$ cat config.mk
export PLATFORM = sky130hd
export DESIGN_NAME = alu_bus_sequencer_flat
export DESIGN_NICKNAME = d
export VERILOG_FILES = /design/src/rtl/alu_bus_sequencer_if.sv /design/src/rtl/alu_bus_sequencer.sv /design/src/flat_wrapper.sv
export SDC_FILE = /design/constraint.sdc
export NUM_CORES = 1
export LEC_CHECK = 0
export ABC_AREA = 1
export CORE_UTILIZATION = 44
export CTS_BUF_LIST = sky130_fd_sc_hd__clkbuf_2 sky130_fd_sc_hd__clkbuf_4 sky130_fd_sc_hd__clkbuf_8
export CTS_CLUSTER_DIAMETER = 150
export DETAILED_ROUTE_END_ITERATION = 12
export HOLD_SLACK_MARGIN = 0.03
export PLACE_DENSITY = 0.95
export SYNTH_ARGS = -nofsm -noshare
export SYNTH_HDL_FRONTEND = slang
export SYNTH_SLANG_ARGS = --single-unit
$ cat constraint.sdc
create_clock -name clk -period 2.47 [get_ports clk]
set_input_delay 0.494 -clock clk [delete_from_list [all_inputs] [get_ports clk]]
set_output_delay 0.494 -clock clk [all_outputs]
set_load 0.01 [all_outputs]
$ cat src/rtl/alu_bus_sequencer_if.sv
`default_nettype none
// ============================================================================
// Module      : alu_bus_sequencer_if
// Description : Request, result and tristate-enable signals of the ALU result
//               bus sequencer, bundled with requester/sequencer views.
// Revision    : 1.0 - initial release
// ============================================================================
interface alu_bus_sequencer_if #(
    parameter int WIDTH  = 32,
    parameter int NUNITS = 8,
    parameter int SEL_W  = 3
);
    logic              op_valid;
    logic              op_ready;
    logic [SEL_W-1:0]  op_sel;
    logic [NUNITS-1:0] bus_en_n;
    logic [WIDTH-1:0]  bus_in;
    logic              res_valid;
    logic              res_ready;
    logic [WIDTH-1:0]  result;
    logic              zero;
    logic              neg;
    logic              sel_err;

    // Requester side: issues ops, provides the resolved bus, consumes results
    modport master (
        output op_valid, op_sel, bus_in, res_ready,
        input  op_ready, bus_en_n, res_valid, result, zero, neg, sel_err
    );

    // Sequencer side
    modport slave (
        input  op_valid, op_sel, bus_in, res_ready,
        output op_ready, bus_en_n, res_valid, result, zero, neg, sel_err
    );
endinterface
`default_nettype wire

$ cat src/rtl/alu_bus_sequencer.sv
`default_nettype none
// ============================================================================
// Module      : alu_bus_sequencer
// Description : Grants one ALU tristate driver the shared result bus for a
//               fixed settle window, captures the bus and holds the result.
// Revision    : 1.0 - initial release
// ============================================================================
module alu_bus_sequencer #(
    parameter int WIDTH  = 32,
    parameter int NUNITS = 8,
    parameter int SEL_W  = 3,
    parameter int SETTLE = 1
) (
    input  wire logic          clk,
    input  wire logic          reset_n,
    alu_bus_sequencer_if.slave bus
);
    localparam logic [1:0] c_IDLE  = 2'd0;
    localparam logic [1:0] c_DRIVE = 2'd1;
    localparam logic [1:0] c_HOLD  = 2'd2;

    localparam int                 c_CNT_W  = (SETTLE > 0) ? $clog2(SETTLE + 1) : 1;
    localparam logic [c_CNT_W-1:0] c_SETTLE = c_CNT_W'(SETTLE);
    localparam logic [31:0]        c_NUNITS = NUNITS;

    logic [1:0]         r_state;
    logic [1:0]         w_state_nxt;
    logic [SEL_W-1:0]   r_sel;
    logic [c_CNT_W-1:0] r_cnt;
    logic [WIDTH-1:0]   r_result;
    logic               r_zero;
    logic               r_neg;
    logic               r_sel_err;

    logic               w_sel_ok;
    logic               w_accept;
    logic               w_capture;
    logic               w_op_ready;
    logic               w_res_valid;
    logic [NUNITS-1:0]  w_en_n;

    assign w_sel_ok  = {{(32-SEL_W){1'b0}}, bus.op_sel} < c_NUNITS;
    assign w_accept  = (r_state == c_IDLE) && bus.op_valid;
    assign w_capture = (r_state == c_DRIVE) && (r_cnt == '0);

    // ------------------------------------------------------------------
    // State register
    // ------------------------------------------------------------------
    always_ff @(posedge clk) begin
        if (!reset_n) begin
            r_state <= c_IDLE;
        end else begin
            r_state <= w_state_nxt;
        end
    end

    // ------------------------------------------------------------------
    // Next-state logic
    // ------------------------------------------------------------------
    always_comb begin
        w_state_nxt = r_state;
        case (r_state)
            c_IDLE: begin
                if (bus.op_valid) begin
                    w_state_nxt = w_sel_ok ? c_DRIVE : c_HOLD;
                end
            end
            c_DRIVE: begin
                if (r_cnt == '0) begin
                    w_state_nxt = c_HOLD;
                end
            end
            c_HOLD: begin
                if (bus.res_ready) begin
                    w_state_nxt = c_IDLE;
                end
            end
            default: w_state_nxt = c_IDLE;
        endcase
    end

    // ------------------------------------------------------------------
    // Output decode: only DRIVE ever pulls an enable low, and only one
    // ------------------------------------------------------------------
    always_comb begin
        w_op_ready  = reset_n && (r_state == c_IDLE);
        w_res_valid = (r_state == c_HOLD);
        w_en_n      = '1;
        for (int i = 0; i < NUNITS; i++) begin
            if ((r_state == c_DRIVE) && (r_sel == SEL_W'(i))) begin
                w_en_n[i] = 1'b0;
            end
        end
    end

    // ------------------------------------------------------------------
    // Select/counter and result datapath
    // ------------------------------------------------------------------
    always_ff @(posedge clk) begin
        if (!reset_n) begin
            r_sel     <= '0;
            r_cnt     <= '0;
            r_result  <= '0;
            r_zero    <= 1'b0;
            r_neg     <= 1'b0;
            r_sel_err <= 1'b0;
        end else if (w_accept) begin
            r_sel <= bus.op_sel;
            r_cnt <= c_SETTLE;
            // An out-of-range unit never drives; report a zero result instead
            if (!w_sel_ok) begin
                r_result  <= '0;
                r_zero    <= 1'b1;
                r_neg     <= 1'b0;
                r_sel_err <= 1'b1;
            end
        end else if (w_capture) begin
            r_result  <= bus.bus_in;
            r_zero    <= (bus.bus_in == '0);
            r_neg     <= bus.bus_in[WIDTH-1];
            r_sel_err <= 1'b0;
        end else if (r_state == c_DRIVE) begin
            r_cnt <= r_cnt - 1'b1;
        end
    end

    assign bus.op_ready  = w_op_ready;
    assign bus.res_valid = w_res_valid;
    assign bus.bus_en_n  = w_en_n;
    assign bus.result    = r_result;
    assign bus.zero      = r_zero;
    assign bus.neg       = r_neg;
    assign bus.sel_err   = r_sel_err;

endmodule
`default_nettype wire

$ cat src/flat_wrapper.sv
// flat-port wrapper written by rule: the top's interface ports become plain ports
module alu_bus_sequencer_flat 
#(
    parameter int WIDTH  = 32,
    parameter int NUNITS = 8,
    parameter int SEL_W  = 3,
    parameter int SETTLE = 1
)
  (clk, reset_n, bus_op_valid, bus_op_sel, bus_bus_in, bus_res_ready, bus_op_ready, bus_bus_en_n, bus_res_valid, bus_result, bus_zero, bus_neg, bus_sel_err);
  alu_bus_sequencer_if #(.WIDTH(WIDTH), .NUNITS(NUNITS), .SEL_W(SEL_W)) bus_i ();
  input  wire logic clk;
  input  wire logic reset_n;
  input wire logic [$bits(bus_i.op_valid)-1:0] bus_op_valid;
  input wire logic [$bits(bus_i.op_sel)-1:0] bus_op_sel;
  input wire logic [$bits(bus_i.bus_in)-1:0] bus_bus_in;
  input wire logic [$bits(bus_i.res_ready)-1:0] bus_res_ready;
  output wire logic [$bits(bus_i.op_ready)-1:0] bus_op_ready;
  output wire logic [$bits(bus_i.bus_en_n)-1:0] bus_bus_en_n;
  output wire logic [$bits(bus_i.res_valid)-1:0] bus_res_valid;
  output wire logic [$bits(bus_i.result)-1:0] bus_result;
  output wire logic [$bits(bus_i.zero)-1:0] bus_zero;
  output wire logic [$bits(bus_i.neg)-1:0] bus_neg;
  output wire logic [$bits(bus_i.sel_err)-1:0] bus_sel_err;
  assign bus_i.op_valid = bus_op_valid;
  assign bus_i.op_sel = bus_op_sel;
  assign bus_i.bus_in = bus_bus_in;
  assign bus_i.res_ready = bus_res_ready;
  assign bus_op_ready = bus_i.op_ready;
  assign bus_bus_en_n = bus_i.bus_en_n;
  assign bus_res_valid = bus_i.res_valid;
  assign bus_result = bus_i.result;
  assign bus_zero = bus_i.zero;
  assign bus_neg = bus_i.neg;
  assign bus_sel_err = bus_i.sel_err;
  alu_bus_sequencer #(.WIDTH(WIDTH), .NUNITS(NUNITS), .SEL_W(SEL_W), .SETTLE(SETTLE)) u_core (.clk(clk), .reset_n(reset_n), .bus(bus_i));
endmodule
# After elaboration in Yosys (flattened, before gate mapping)
# Index checks and enable logic that the tools add are counted.
dict set report op_classes {
  n_mux 15
  bitwise_logic 2
  n_shift 0
  mul 0
  n_reduce_logical 18
  div 0
  n_eq_ne 13
  n_addsub 1
  n_lt_le_gt_ge 0
}
# operator n
set op_table {}
lappend op_table {{32-bit logical NOT} 1}
lappend op_table {{3-bit == test (second input constant)} 4}
lappend op_table {{1-bit logical AND} 11}
lappend op_table {{1-bit 2-to-1 mux} 11}
lappend op_table {{3-bit by 2-bit == test with 1-bit output (second input constant)} 2}
lappend op_table {{2-bit 2-to-1 mux} 3}
lappend op_table {{2-bit != test (second input constant)} 3}
lappend op_table {{2-bit one-hot mux with 3 select lines} 1}
lappend op_table {{2-bit AND reduction} 2}
lappend op_table {{3-bit by 1-bit == test with 1-bit output (second input constant)} 1}
lappend op_table {{3-bit logical NOT} 1}
lappend op_table {{3-bit AND reduction} 1}
lappend op_table {{2-bit by 1-bit == test with 1-bit output (second input constant)} 1}
lappend op_table {{2-bit == test (second input constant)} 1}
lappend op_table {{2-bit logical NOT} 1}
lappend op_table {{2-bit by 1-bit != test with 1-bit output (second input constant)} 1}
lappend op_table {{1-bit NOT} 2}
lappend op_table {{2-bit nonzero test} 1}
lappend op_table {{1-bit subtractor (second input constant)} 1}
dict set report totals {
  latchBits 0
  n_memories 0
  inputBits 39
  elab_cells 55
  mem_bits_ro 0
  mem_bits_rw 0
  register_bits 40
  out_inout_bits 45
}

# Longest topological paths before layout
# Gate-level depths: netlist of the first run.
dict set report depth {
  word_depth 4
  depth_mapped 8
  depth_no_buf 7
}

# Worst setup path after synthesis of the first run
# Ideal clock, no wire load.
dict set report synth_timing {
  kind {flip-flop to output port}
  from {reg u_core.r_state[0]}
  to {out bus_bus_en_n[4]}
  slack_ns 1.063
  required_ns 1.976
  t_arrival_ns 0.913
  stages_incl_launch_ff 6
  cell_sequence {dfxtp_1 > inv_1 > nor2_1 > inv_1 > nor2_1 > nand2_1}
}
dict set report synth_via {
  elab_chain_len 3
}
# element line_no
set synth_rtl {}
lappend synth_rtl {{start, declared} alu_bus_sequencer.sv:26} ;# logic [1:0] r_state;
lappend synth_rtl {{start signal, assigned} alu_bus_sequencer.sv:51} ;# r_state <= c_IDLE;
lappend synth_rtl {{start signal, assigned} alu_bus_sequencer.sv:53} ;# r_state <= w_state_nxt;
lappend synth_rtl {{2-bit by 1-bit == test with 1-bit output} alu_bus_sequencer.sv:90} ;# if ((r_state == c_DRIVE) && (r_sel == SEL_W'(i))) begin
lappend synth_rtl {{1-bit logical AND} alu_bus_sequencer.sv:90}
lappend synth_rtl {{1-bit 2-to-1 mux} alu_bus_sequencer.sv:90}
lappend synth_rtl {{end, declared} flat_wrapper.sv:18} ;# output wire logic [$bits(bus_i.bus_en_n)-1:0] bus_bus_en_n;
# Every way passes these cells.

# Worst setup path after layout of the first run
dict set report layout_timing {
  from {reg u_core.r_state[0]}
  to {out bus_bus_en_n[2]}
}
# Same word-level chain as after synthesis.

==> run summary, run 1 <==
Outcome -> finished, final reports clean
Ys Warns -> 0
Reg clk slew, reported paths -> 100 ps
Worst relative slew slack -> 59.0%
Die ar. -> 3910 um^2
Nets -> 340
Sw Share -> 25.6%
FFs w/ async S/R, synth -> 0%
Synth Area per Inst -> 7.23 um^2
CTS Sinks -> 39
Peak supply drop -> 391 uV
Leakage power -> 0.000945 uW
Vias in the first global route -> 1,480
Synth Cell Area -> 1610 um^2
Crit Path Class -> reg2out
Final worst path period need -> 2310 ps
Worst Tran Pin Value -> 615 ps
Via count -> 1,590
H-tree lvl count -> 2
WL/cell -> 10.6 um
Worst Setup Start Kind -> flop
Met3 Wirelength -> 256 um
Proportion of layout cells with a drive suffix above 1 -> 3.97%
Worst Skew -> 4.72 ps
Largest net degree at the start of global routing -> 67
GRT Total Usage -> 20.3%
EDFF count, synth -> 0
# diodes -> 0
Core Rows -> 21
Logic pwr share -> 22.7%
Seq pwr share -> 51.0%
IO Port Bufs -> 82
Setup TNS -> 0 ps
Synthesized Nets -> 262
Fmax -> 432 MHz
Chip height -> 62.5 um
Gr ovfl total -> 0
Final antenna-violating net count -> 0
Met2 wire len -> 1850 um
Worst-Skew Late Latency -> 340 ps
Final Hold Viols -> 0
CP Capture Type -> output pin
Top Layer Used -> met4
Final Core Density -> 73.3%
Crit path required time -> 1980 ps
WL final -> 3680 um
Top Ports -> 84
P_sw -> 358 uW
Die X -> 62.5 um
Root Buffer -> clkbuf_4
Min-delay worst type -> reg2reg
#FFs+latches synth -> 39
Placed standard-cell area -> 2430 um^2
Post-route design area -> 2500 um^2
Starting DRT DRC Count -> 57
First-pass GRT wire length -> 6180 um
CORE AREA -> 3420 um^2
PwrDens -> 558 nW/um^2
Yosys top cell by area -> dfxtp_1
Vias per cell -> 4.57
# Max-Cap Violations -> 0
Initial antenna violation count -> 0
Detailed Routing Iterations Pass 1 -> 4
Most frequent cells in the layout -> clkdlybuf4s50_1 (82), inv_1 (42), dfxtp_1 (39)
Post-synth top area share -> 48.4%
Clk buf depth -> 2
Initial Utilization -> 47.2%
Mapped Cells -> 223
Final Max Slew Viols -> 0
CTS tree -> done
Gp weighted congestion -> 0.798
CTS buffer count -> 5
DRC -> 0
Worst EP arrival -> 1820 ps
Clock power frac -> 26.3%
Int Power -> 1040 uW
Metal-1 WL -> 1530 um
Seq/Total Area, Yosys -> 48.4%
DP HPWL -> 2760 um
Final period util -> 93.7%
Final setup fails -> 0
Commonest non-fill, non-tap cell in the layout -> clkdlybuf4s50_1
Post-synthesis cell type count -> 18
Dominant synthesized flop cell -> dfxtp_1
Area Growth Syn to Fin -> 55.4%
Top cells by area, synth -> dfxtp_1 (48%), a21oi_1 (11%), o21ai_0 (9.9%)
Unrepaired setup endpoints after global routing -> true
Worst-path fanout max -> 4
state kept, by name, summed over array words and instances, names as in the netlist:
name and cells:
u_core.r_cnt 1, u_core.r_state 2, u_core.r_sel 3, u_core.bus.zero 1, u_core.bus.result 32
final cells by class:
| type | instances | area (um^2) |
|---|---|---|
| clock buffers | 8 | 72.6 |
| well taps | 46 | 57.6 |
| fillers | 294 | 911 |
| inverters | 43 | 161 |
| repair buffers | 83 | 828 |
| multi-input cells | 129 | 604 |
| flip-flops and latches | 39 | 781 |
metal layers:
layer	global-route usage, %	vias to the layer above
met4	6.98	0
met1	21.0	677
li1	-	858
met2	36.3	50
met3	8.76	5
met5	0	-
cells in the mapped netlist, types with 2 or more instances:
cell / n
a21oi_1: 37
buf_4: 2
nor2_1: 29
buf_2: 4
dfxtp_1: 39
nand2_1: 22
inv_1: 42
o21ai_0: 32
o21ai_1: 2
clkbuf_1: 5
nand3_1: 2
power by group through the flow:
stage                     registers, uW  clock network, uW  logic (uW)
after floorplan                     746                  0         119
after global placement              724                  0         312
after detailed placement            727                  0         319
after CTS                           713                379         321
after global routing                720                417         350
final                               712                368         317
what timing repair did:
item | in CTS | in global routing
setup endpoints to repair | 0 | 8
setup buffers | 0 | 0
hold buffers | 0 | 0
gates resized for setup | 0 | 0
per-stage QoR:
step / instances / total power, uW / hold slack (ps) / worst slack, ps
2_1_floorplan: 223 / 864 / 445 / 1060
3_3_place_gp: 340 / 1040 / 430 / 178
3_5_place_dp: 340 / 1050 / 435 / 178
4_1_cts: 348 / 1410 / 451 / 128
5_1_grt: 348 / 1490 / 470 / -70.7
6_report: 348 / 1400 / 450 / 157
critical path, stage by stage, from the launching register on:
cell and delay [ps]:
dfxtp_1 430, inv_1 80, nor2_1 120, inv_1 90
nor2_1 210, nand2_1 70, clkdlybuf4s50_1 490
final timing paths:
path / start / to / slack (ps) / cells past startpoint
min: u_core.bus.result[16] / u_core.bus.result[16] / 450 / 2
max reg2reg: u_core.r_state[0] / u_core.bus.zero / 950 / 6
min reg2reg: u_core.bus.result[16] / u_core.bus.result[16] / 450 / 2
max: u_core.r_state[0] / bus_bus_en_n[2] / 160 / 6
cell families (layout without fill, tap and decap cells):
logic type	after synthesis	after routing	share of synthesized area [%]
DFF	39	39	48.4
and+or+nand+nor	56	56	14.8
other	1	1	0.233
AOI/OAI and AO/OA	72	72	22.5
buffers and inverters	55	134	14.1
Power figures use the tool's default switching activity.
==> run 2: changes to the inputs <==
Settings changed: CTS_CLUSTER_DIAMETER 150 to default.
==> results of run 2 <==
The final DEF is identical to that of run 1; final timing and power are the same.
==> run 3: changes to the inputs <==
Settings changed: GPL_ROUTABILITY_DRIVEN from default to 0.
Clock period 2.47 ns to 2.82 ns, I/O delays scaled along.
==> run summary, run 3 (same netlist as run 1, synthesis figures left out) <==
Outcome -> finished, final reports clean (unchanged)
Chip height -> 62.5 um (unchanged)
Final Hold Viols -> 0 (unchanged)
Int Power -> 870 uW (was 1040 uW)
Final period util -> 85.9%
Worst Tran Pin Value -> 616 ps (was 615 ps)
Root Buffer -> clkbuf_4 (unchanged)
Unrepaired setup endpoints after global routing -> false (was true)
Total power -> 1180 uW (was 1400 uW)
Worst relative slew slack -> 58.9% (was 59.0%)
Worst-path fanout max -> 4 (unchanged)
Starting DRT DRC Count -> 66 (was 57)
Post-CTS Hold Fix Bufs -> 0 (unchanged)
PwrDens -> 475 nW/um^2 (was 558 nW/um^2)
Final antenna-violating net count -> 0 (unchanged)
Final worst path period need -> 2420 ps
Largest net degree at the start of global routing -> 67 (unchanged)
CTS Sinks -> 39 (unchanged)
Most frequent cells in the layout -> clkdlybuf4s50_1 (82), inv_1 (42), dfxtp_1 (39) (unchanged)
DP HPWL -> 2700 um (was 2760 um)
WL/cell -> 10.5 um (was 10.6 um)
WL final -> 3670 um (was 3680 um)
Peak supply drop -> 371 uV (was 391 uV)
IO Port Bufs -> 82 (unchanged)
P_sw -> 312 uW (was 358 uW)
Final Max Slew Viols -> 0 (unchanged)
Seq pwr share -> 52.9% (was 51.0%)
CP Capture Type -> output pin (unchanged)
GRT Total Usage -> 19.9% (was 20.3%)
Proportion of layout cells with a drive suffix above 1 -> 3.97% (unchanged)
Final setup fails -> 0 (unchanged)
Worst Skew -> 7.95 ps (was 4.72 ps)
Placed standard-cell area -> 2430 um^2 (unchanged)
Die ar. -> 3910 um^2 (unchanged)
Vias in the first global route -> 1,448 (was 1,480)
Reg area -> 781 um^2 (unchanged)
Reg clk slew, reported paths -> 110 ps (was 100 ps)
Die X -> 62.5 um (unchanged)
Worst-Skew Late Latency -> 330 ps (was 340 ps)
Worst EP arrival -> 1860 ps (was 1820 ps)
Sw Share -> 26.4% (was 25.6%)
Area of the multi-input gates -> 604 um^2 (unchanged)
# Max-Cap Violations -> 0 (unchanged)
Setup TNS -> 0 ps (unchanged)
CORE AREA -> 3420 um^2 (unchanged)
Setup bufs post-CTS -> 0 (unchanged)
Logic pwr share -> 23.5% (was 22.7%)
Fmax -> 413 MHz
# diodes -> 0 (unchanged)
Top Ports -> 84 (unchanged)
CTS buffer count -> 5 (unchanged)
Vias per cell -> 4.62 (was 4.57)
Max reg flops -> 32 (unchanged)
CTS tree -> done (unchanged)
Core Rows -> 21 (unchanged)
First-pass GRT wire length -> 6170 um (was 6180 um)
Clock power frac -> 23.7% (was 26.3%)
Post-route design area -> 2490 um^2 (was 2500 um^2)
Detailed Routing Iterations Pass 1 -> 4 (unchanged)
Number of gates resized after cts -> 0 (unchanged)
Via count -> 1,609 (was 1,590)
Crit Path Class -> reg2out (unchanged)
Worst setup margin -> 397 ps (was 157 ps)
Initial Utilization -> 47.2% (unchanged)
Leakage power -> 0.000939 uW (was 0.000945 uW)
Min-delay worst type -> reg2reg (unchanged)
Clk buf depth -> 2 (unchanged)
Gr ovfl total -> 0 (unchanged)
Nets -> 340 (unchanged)
Crit path required time -> 2260 ps (was 1980 ps)
DRC -> 0 (unchanged)
Commonest non-fill, non-tap cell in the layout -> clkdlybuf4s50_1 (unchanged)
Filler cells -> 292 (was 294)
Pre-CTS WS -> 413 ps (was 178 ps)
Area Growth Syn to Fin -> 54.5% (was 55.4%)
Initial antenna violation count -> 0 (unchanged)
H-tree lvl count -> 2 (unchanged)
Worst Setup Start Kind -> flop (unchanged)
-- run 3: cell count changes in the layout (fill, tap and decap cells not counted) --
cell | before | now
clkinv_2 | 0 | 1
clkbuf_8 | 2 | 0
clkbuf_4 | 6 | 7
-- run 3: per-stage QoR --
step	utilization (%)	std cells	hold slack, ps
detailed placement	71.2	340	434
finish	72.9	348	449
CTS	72.9	348	451
global placement	71.2	340	430
floorplan	-	223	445
global route	72.9	348	466
-- run 3: area by class of cell --
type                       instances  share of cell area, %
timing repair buffer              83                   33.3
sequential                        39                   31.4
multi-input combinational        129                   24.3
inverter                          43                   6.48
tap                               46                   2.31
clock buffer                       7                   2.11
clock inverter                     1                  0.201
-- run 3: power by group through the flow --
| stage | sequential (uW) | clock (uW) | combinational (uW) |
|---|---|---|---|
| after global placement | 634 | 0 | 273 |
| after floorplan | 653 | 0 | 104 |
| after CTS | 625 | 290 | 280 |
| after detailed placement | 637 | 0 | 279 |
| after global routing | 631 | 316 | 305 |
| final | 625 | 280 | 277 |
-- run 3: routing by layer --
| metal | GRT usage, % | wire length, um | part of all wire (%) |
|---|---|---|---|
| met2 | 35.6 | 1760 | 48 |
| met1 | 21.6 | 1610 | 44 |
| met4 | 6.98 | 61 | 1.7 |
| met3 | 6.75 | 237 | 6.5 |
| met5 | 0 | 0 | 0 |
-- run 3: final timing paths --
check / depth (start not counted) / endpoint / slack [ps] / start
hold / removal: 2 / u_core.bus.result[16] / 450 / u_core.bus.result[16]
setup / recovery: 6 / bus_bus_en_n[6] / 400 / u_core.r_state[0]
setup reg to reg: 6 / u_core.bus.zero / 1270 / u_core.r_state[0]
hold reg to reg: 2 / u_core.bus.result[16] / 450 / u_core.bus.result[16]
-- run 3: worst max-delay path, stage by stage, from the launching register on --
cell and delay, ps:
dfxtp_1 440, inv_1 80, nor2_1 130, inv_1 90, nor2_1 210, nand2_1 90, clkdlybuf4s50_1 500
